<file path="src/rtl/mult_booth_ctrl.sv">
// Multicycle signed 32x32 radix-2 Booth multiplier: one add/sub step per cycle over 32 cycles.
// Define MULT_OVF_EN to build the 32-bit signed overflow compare; otherwise overflow is tied low.
module mult_booth_ctrl #(
  parameter int WIDTH = 32,
  parameter int CNT_W = 5
) (
  input  logic             clock,
  input  logic             reset,
  input  logic             start,
  input  logic [WIDTH-1:0] multiplicand,
  input  logic [WIDTH-1:0] multiplier,
  output logic             busy,
  output logic             result_valid,
  output logic [WIDTH-1:0] result,
  output logic             overflow
);

  typedef enum logic [1:0] {IDLE, RUN, DONE} state_t;

  state_t             state, state_n;
  logic [WIDTH-1:0]   m_reg;
  logic [2*WIDTH:0]   p, p_next;
  logic [CNT_W-1:0]   count;
  logic               accept, last;

  logic [WIDTH-1:0]   add_a, y, sum;
  logic               c0, v, s_true;
  logic [3:0]         gg, pp, cc;
  logic               cg;

  always_ff @(posedge clock) begin
    if (reset) state <= IDLE;
    else       state <= state_n;
  end

  always_comb begin
    state_n      = state;
    busy         = 1'b0;
    result_valid = 1'b0;
    accept       = 1'b0;
    last         = 1'b0;
    case (state)
      IDLE: if (start) begin
        state_n = RUN;
        accept  = 1'b1;
      end
      RUN: begin
        busy = 1'b1;
        if (count == CNT_W'(WIDTH-1)) begin
          state_n = DONE;
          last    = 1'b1;
        end
      end
      DONE: begin
        busy         = 1'b1;
        result_valid = 1'b1;
        state_n      = IDLE;
      end
      default: state_n = IDLE;
    endcase
  end

  // Booth recode on {Q0, q_1}
  always_comb begin
    add_a = p[2*WIDTH:WIDTH+1];
    case (p[1:0])
      2'b01:   begin y = m_reg;  c0 = 1'b0; end
      2'b10:   begin y = ~m_reg; c0 = 1'b1; end
      default: begin y = '0;     c0 = 1'b0; end
    endcase
  end

  // cla_32: eight 4-bit lookahead groups, group carry passed between them
  always_comb begin
    sum = '0;
    gg  = '0;
    pp  = '0;
    cc  = '0;
    cg  = c0;
    for (int k = 0; k < WIDTH/4; k++) begin
      gg    = add_a[4*k +: 4] & y[4*k +: 4];
      pp    = add_a[4*k +: 4] ^ y[4*k +: 4];
      cc[0] = cg;
      cc[1] = gg[0] | (pp[0] & cg);
      cc[2] = gg[1] | (pp[1] & gg[0]) | (pp[1] & pp[0] & cg);
      cc[3] = gg[2] | (pp[2] & gg[1]) | (pp[2] & pp[1] & gg[0]) | (pp[2] & pp[1] & pp[0] & cg);
      sum[4*k +: 4] = pp ^ cc;
      cg    = gg[3] | (pp[3] & gg[2]) | (pp[3] & pp[2] & gg[1]) | (pp[3] & pp[2] & pp[1] & gg[0])
            | (pp[3] & pp[2] & pp[1] & pp[0] & cg);
    end
  end

  // sign of the true 33-bit sum, so A never wraps (covers M = most-negative)
  assign v      = (add_a[WIDTH-1] == y[WIDTH-1]) & (sum[WIDTH-1] != add_a[WIDTH-1]);
  assign s_true = sum[WIDTH-1] ^ v;
  assign p_next = {s_true, sum, p[WIDTH:1]};

  always_ff @(posedge clock) begin
    if (reset) begin
      m_reg  <= '0;
      p      <= '0;
      count  <= '0;
      result <= '0;
    end else if (accept) begin
      m_reg  <= multiplicand;
      p      <= {{WIDTH{1'b0}}, multiplier, 1'b0};
      count  <= '0;
    end else if (state == RUN) begin
      p      <= p_next;
      count  <= count + 1'b1;
      if (last) result <= p_next[WIDTH:1];
    end
  end

`ifdef MULT_OVF_EN
  always_ff @(posedge clock) begin
    if (reset)                    overflow <= 1'b0;
    else if (state == RUN && last) overflow <= (p_next[2*WIDTH:WIDTH+1] != {WIDTH{p_next[WIDTH]}});
  end
`else
  assign overflow = 1'b0;
`endif

endmodule

</file>
<file path="config.mk">
export PLATFORM = sky130hd
export DESIGN_NAME = mult_booth_ctrl
export DESIGN_NICKNAME = d
export VERILOG_FILES = /design/src/rtl/mult_booth_ctrl.sv
export SDC_FILE = /design/constraint.sdc
export NUM_CORES = 1
export LEC_CHECK = 0
export CAP_MARGIN = 0
export CORE_UTILIZATION = 49
export DETAILED_ROUTE_END_ITERATION = 16
export GPL_ROUTABILITY_DRIVEN = 1
export PLACE_DENSITY = 0.76
export SYNTH_ARGS = -nofsm -noshare
export SYNTH_HDL_FRONTEND = slang
export SYNTH_SLANG_ARGS = --single-unit
export TNS_END_PERCENT = 100
</file>
<file path="constraint.sdc">
create_clock -name clock -period 3.6 [get_ports clock]
set_input_delay 0.72 -clock clock [delete_from_list [all_inputs] [get_ports clock]]
set_output_delay 0.72 -clock clock [all_outputs]
set_load 0.05 [all_outputs]
</file>
==> results_dict.tcl, run 1 <==
set metrics [dict create \
    gp_congestion 0.847 \
    p_leak_nw 3.37 \
    syn-cell-area_sq_um 6780 \
    drive_above_1_share_pct 8.74 \
    htree_levels 4 \
    hold_viol_final 0 \
    synth_common_cells "nand2_1, dfxtp_1, a21oi_1" \
    synth-simple-area-share_pct 19.8 \
    worstPathArrival_ns 3.81 \
    synth_cell_type_count 51 \
    synth_area_leaders "dfxtp_1, nand2_1, mux2i_1, ha_1, a21oi_1" \
    required_ns 3.94 \
    drt-initial-drc-count 321 \
    grt_use_total_pct 23.4 \
    synth_compound_area_share_pct 17.2 \
    synth_area_per_cell_sq_um 8.18 \
    synth.top_cell.area_share_pct 40.1 \
    yosys.area.top_type "dfxtp_1" \
    area_growth_pct 28.0 \
    clock_latency_ns 0.42 \
    power_frac_clock_pct 41.4 \
    die_w_um 120 \
    overflow 0 \
    diodes 0 \
    vias_per_cell 5.36 \
    peakVddDrop_mv 0.353 \
    finalCritPeriodShare_pct 96.4 \
    tritoncts "built" \
    yosysSeqAreaShare_pct 40.1 \
    syn_nets 941 \
    p_per_area_nw_per_um2 474 \
    num_vias 5973 \
    max_freq_ghz 0.288 \
    p_seq_share_pct 40.8 \
    wire_per_inst_um 14.3 \
    start_util_pct 50.8 \
    synth_xor_area_share_pct 2.71 \
    maxCapViolations 0 \
    cts.path.max_buffers 2 \
    routed_wl_um 16000 \
    first_pass_iters 5 \
    io_pins 102 \
    cts.sinks 136 \
    crit_path_max_fanout 14 \
    first_global_vias 5657 \
    postCtsHoldBufs 0 \
    pre_cts_ws_ns 0.0871 \
    skew_ns 0.00518 \
    grt_first_pass_wirelength_um 26900 \
    p_sw_mw 1.17 \
    switching_share_pct 28.4 \
    synth_edf_count 0 \
    syn_inst 829 \
    die_area_sq_um 14300 \
    io_buffers 100 \
    reg2regPathDepth 14 \
    path_clk_slew_ns 0.06 \
    synth-seq-cells 136 \
    synth.most_common_cell "nand2_1" \
    die_y_um 120 \
    pwr-share-comb_pct 17.8 \
    yosysWarnings 0 \
    end_kind "register" \
    setup_viol 0 \
    drcViolationCount 0 \
    grt_max_degree 86 \
    hold_class "register to register" \
    synthArstFlopShare_pct 0 \
    cts_root_buf "clkbuf_16" \
    cellInternalPower_mw 2.95 \
    maxSlewHeadroom_pct 41.3 \
    worst_pin_slew_ns 0.881 \
    ant_nets 0 \
    dp_hpwl_um 10400 \
    antenna_found_initial 0 \
    synth_flop_cell "dfxtp_1" \
    largest_reg_flops 64 \
    hold-worst-slack_ns 0.453 \
    placementRows 42 \
    finalNetCount 1037 \
    fin_ws_ns 0.131 \
    worstSetupStartpointType "register" \
    core-area_sq_um 13300 \
    final-max-slew-violation-count 0 \
    synthMuxAreaShare_pct 7.38 \
    worstHoldPathCells 2 \
    crit_type "register to register" \
    cts_made_buffers 17 \
    status "complete, no violations" \
    synthAdderAreaFrac_pct 9.19 \
    min_period_ns 3.47 \
    synth_top_family_by_area "simple AND/OR/NAND/NOR gates" \
]
[cells in the final DEF (no fill, tap or decap), types with 4 or more instances in the layout]
cell type,netlist,layout
a21o_1,4,4
nand2b_1,6,6
nor2_1,73,73
o21ai_1,0,6
o21ai_0,40,33
clkbuf_16,0,17
clkdlybuf4s50_1,0,99
and2_1,4,4
xor2_1,9,9
buf_4,1,29
a21oi_1,84,82
clkinvlp_4,0,4
a31oi_1,7,6
xnor2_1,12,12
dfxtp_1,136,136
nand2_1,188,187
o21a_1,4,4
nand3_1,13,13
ha_1,37,35
mux2i_1,50,50
nor3_1,7,7
a211oi_1,41,40
fa_1,8,8
inv_1,7,7
nand4_1,5,5
[per-stage QoR]
| step | utilization, % | std cells | TNS, ns | power [mW] | cell area, sq um |
|---|---|---|---|---|---|
| floorplan | - | 829 | 0 | 2.19 | 6780 |
| global placement | 60.2 | 1078 | 0 | 2.41 | 8030 |
| detailed placement | 60.2 | 1078 | 0 | 2.42 | 8030 |
| CTS | 64.5 | 1110 | 0 | 4.13 | 8610 |
| global route | 65.1 | 1114 | -0.0478 | 4.31 | 8680 |
| finish | 65.1 | 1114 | 0 | 4.12 | 8680 |
[power by group through the flow]
stage / logic (mW) / registers (mW) / clock network, mW
final: 0.733 / 1.68 / 1.71
after global routing: 0.818 / 1.69 / 1.80
after CTS: 0.724 / 1.68 / 1.73
after detailed placement: 0.716 / 1.71 / 0
after global placement: 0.703 / 1.71 / 0
after floorplan: 0.506 / 1.69 / 0
[final cells by class]
| type | instances | area, sq um |
|---|---|---|
| fill | 1161 | 4660 |
| multi-input combinational | 632 | 3890 |
| sequential | 136 | 2720 |
| timing repair buffer | 130 | 1240 |
| clock buffer | 18 | 429 |
| tap | 176 | 220 |
| clock inverter | 14 | 149 |
| inverter | 8 | 30.0 |
[final timing paths]
path / slack [ns] / to / startpoint
hold / removal: 0.45 / result[0] / result[0]
hold reg to reg: 0.45 / result[0] / result[0]
setup / recovery: 0.13 / p[61] / p[1]
setup reg to reg: 0.13 / p[61] / p[1]
[timing repair]
item / 4_1_cts / 5_1_grt
resized for setup: 0 / 18
endpoints found under the setup margin: 0 / 7
setup buffers: 0 / 3
[logic make-up after synthesis]
group	after synthesis
simple gates	318
compound gates	196
flops	136
buf+inv	62
mux	50
fa+ha+maj	45
xor+xnor	21
other cells	1
[critical path: stages, from the launching register on]
cell and delay, ns:
dfxtp_1 0.37, buf_4 0.15, nand2b_1 0.09, buf_4 0.20
o21ai_1 0.17, ha_1 0.29, a21oi_1 0.23, o211ai_1 0.20
a221oi_2 0.33, a31oi_1 0.12, a31o_2 0.23, or2_2 0.28
fa_1 0.38, xnor2_1 0.13, a211oi_1 0.21
[layer usage]
layer  global-route usage (%)  wire length, um
met1                     30.8             7410
met2                     37.3             7510
met3                     5.66              793
met4                     7.89              258
met5                        0                0
(Power assumes the default switching activity.)
==> run 2: changes to the inputs <==
--- a/config.mk
+++ b/config.mk
@@ -6,6 +6,7 @@
 export NUM_CORES = 1
 export LEC_CHECK = 0
 export CAP_MARGIN = 0
+export CORE_MARGIN = 2
 export CORE_UTILIZATION = 49
 export DETAILED_ROUTE_END_ITERATION = 16
 export GPL_ROUTABILITY_DRIVEN = 1
==> run 2 against run 1 <==
Largest cell class unchanged. Non-clock buffer count is 1 higher. First-iteration DRC count increased by 14%. Sequential cell count unchanged. Die area up 3.4%. Total power is 3.7% higher. Critical path depth is 1 higher. Via count about the same. Count of clock-buffer cells in the layout fell by 1.
==> results_dict.tcl, run 2 (synthesis results as in run 1) <==
set metrics [dict create \
    die_area_sq_um 14800 \
    worst_pin_slew_ns 1.01 \
    die_y_um 122 \
    cts.path.max_buffers 2 \
    maxSlewHeadroom_pct 32.9 \
    finalNetCount 1038 \
    min_from "result[30]" \
    tns_ns 0 \
    critPathBufInv 3 \
    ant_nets 0 \
    overflow 0 \
    p_per_area_nw_per_um2 487 \
    crit_type "register to register" \
    reg2regPathDepth 15 \
    drt-initial-drc-count 365 \
    switching_share_pct 27.5 \
    io_buffers 100 \
    slowest_stage "fa_1" \
    worstSetupStartpointType "register" \
    required_ns 3.93 \
    finalCritPeriodShare_pct 94.5 \
    hold-path-endpoint "result[30]" \
    power_frac_clock_pct 43.2 \
    vias_per_cell 5.35 \
    cellInternalPower_mw 3.09 \
    num_vias 5969 \
    end_kind "register" \
    first_global_vias 5882 \
    area_growth_pct 29.3 \
    p_seq_share_pct 39.4 \
    r2r_setup_slack_ns 0.20 \
    pwr-share-comb_pct 17.5 \
    wire_per_inst_um 14.9 \
    reg2reg_from "p[1]" \
    peakVddDrop_mv 0.411 \
    clock_latency_ns 0.42 \
    worstPathArrival_ns 3.74 \
    grt_max_degree 99 \
    cpPeakStageDelay_ns 0.38 \
    diodes 0 \
    first_pass_iters 4 \
    placementRows 42 \
    max_freq_ghz 0.294 \
    cts.sinks 136 \
    skew_ns 0.00833 \
    path_clk_slew_ns 0.06 \
    p_sw_mw 1.18 \
    drive_above_1_share_pct 9.27 \
    fillers 1118 \
    crit_path_max_fanout 13 \
    start_util_pct 50.6 \
    hold_viol_final 0 \
    final_cell_mix "nand2_1, dfxtp_1, clkdlybuf4s50_1, a21oi_1, nor2_1" \
    path_cells "buf_4, nand2b_4, buf_12, o21ai_0, ha_1, a21oi_1, o21ai_0, o211ai_1, buf_4, nand2_1, a31o_2, or2_2, fa_1, xnor2_1, a211oi_1" \
    cts_root_buf "clkbuf_16" \
    gp_congestion 0.866 \
    postCtsHoldBufs 0 \
    io_pins 102 \
    hold_class "register to register" \
    rsz0062_at_grt "no" \
    dp_hpwl_um 10800 \
    grt_use_total_pct 23.0 \
    drcViolationCount 0 \
    maxCapViolations 0 \
    min_period_ns 3.40 \
    largest_reg_flops 64 \
    tritoncts "built" \
    r2r_end "p[61]" \
    routed_wl_um 16600 \
    core-area_sq_um 13400 \
    htree_levels 4 \
    mostFrequentLayoutCell "nand2_1" \
    grt_first_pass_wirelength_um 27200 \
    status "complete, no violations" \
    worstHoldPathCells 2 \
    p_leak_nw 3.40 \
    cts_made_buffers 17 \
    hold-worst-slack_ns 0.452 \
    final_util_pct 65.5 \
    final-max-slew-violation-count 0 \
    antenna_found_initial 0 \
    crit_family "compound AO/OA/AOI/OAI gates" \
    die_w_um 122 \
    setup_viol 0 \
]
[run 2: cell type report]
type / count / area, sq um / share of cell area (%)
Multi-Input combinational cell: 632 / 3910 / 44.6
Tap cell: 176 / 220 / 2.51
Clock inverter: 15 / 203 / 2.31
Timing Repair Buffer: 131 / 1260 / 14.4
Clock buffer: 17 / 425 / 4.85
Inverter: 8 / 30.0 / 0.342
Sequential cell: 136 / 2720 / 31.1
[run 2: repair_timing]
| item | 4_1_cts | 5_1_grt |
|---|---|---|
| buffers inserted | 0 | 4 |
| hold endpoints to repair | 0 | 0 |
| resized for setup | 1 | 18 |
| cloned | 0 | 2 |
| pin swaps | 0 | 6 |
| endpoints found under the setup margin | 1 | 4 |
[run 2: how the worst max path moves through the flow]
stage | startpoint | endpoint | slack (ns) | cells past startpoint
detailed placement | p[1] | p[61] | 0.008 | 13
CTS | p[1] | p[61] | 0.05 | 14
global route | p[1] | p[57] | 0.003 | 16
global placement | p[1] | p[57] | 0.17 | 15
finish | p[1] | p[61] | 0.20 | 15
floorplan | p[1] | p[61] | 0.15 | 15
[run 2: power groups by stage]
stage,clock [mW],combinational [mW],sequential [mW]
after floorplan,0,0.506,1.69
after global placement,0,0.703,1.71
after detailed placement,0,0.716,1.71
after CTS,1.87,0.724,1.68
after global routing,1.93,0.829,1.69
final,1.84,0.746,1.68
[run 2: per-layer routing]
layer  GRT usage [%]  wire (um)  share of wire (%)
met2            38.2       7760                 47
met3            6.65        981                5.9
met4            7.47        234                1.4
met5               0          0                  0
met1            28.7       7610                 46
[run 2: tightest hold or removal path: stages (launching register included)]
cell and delay (ns):
dfxtp_1 0.31, nand2_1 0.05, a21oi_1 0.05
[run 2: stage by stage]
stage / std cells / cell area [sq um] / power [mW] / setup slack (ns)
CTS: 1109 / 8650 / 4.27 / 0.0503
global route: 1115 / 8770 / 4.46 / 0.00306
finish: 1115 / 8770 / 4.27 / 0.199
global placement: 1077 / 8020 / 2.41 / 0.172
detailed placement: 1077 / 8020 / 2.42 / 0.00771
floorplan: 829 / 6780 / 2.19 / 0.149
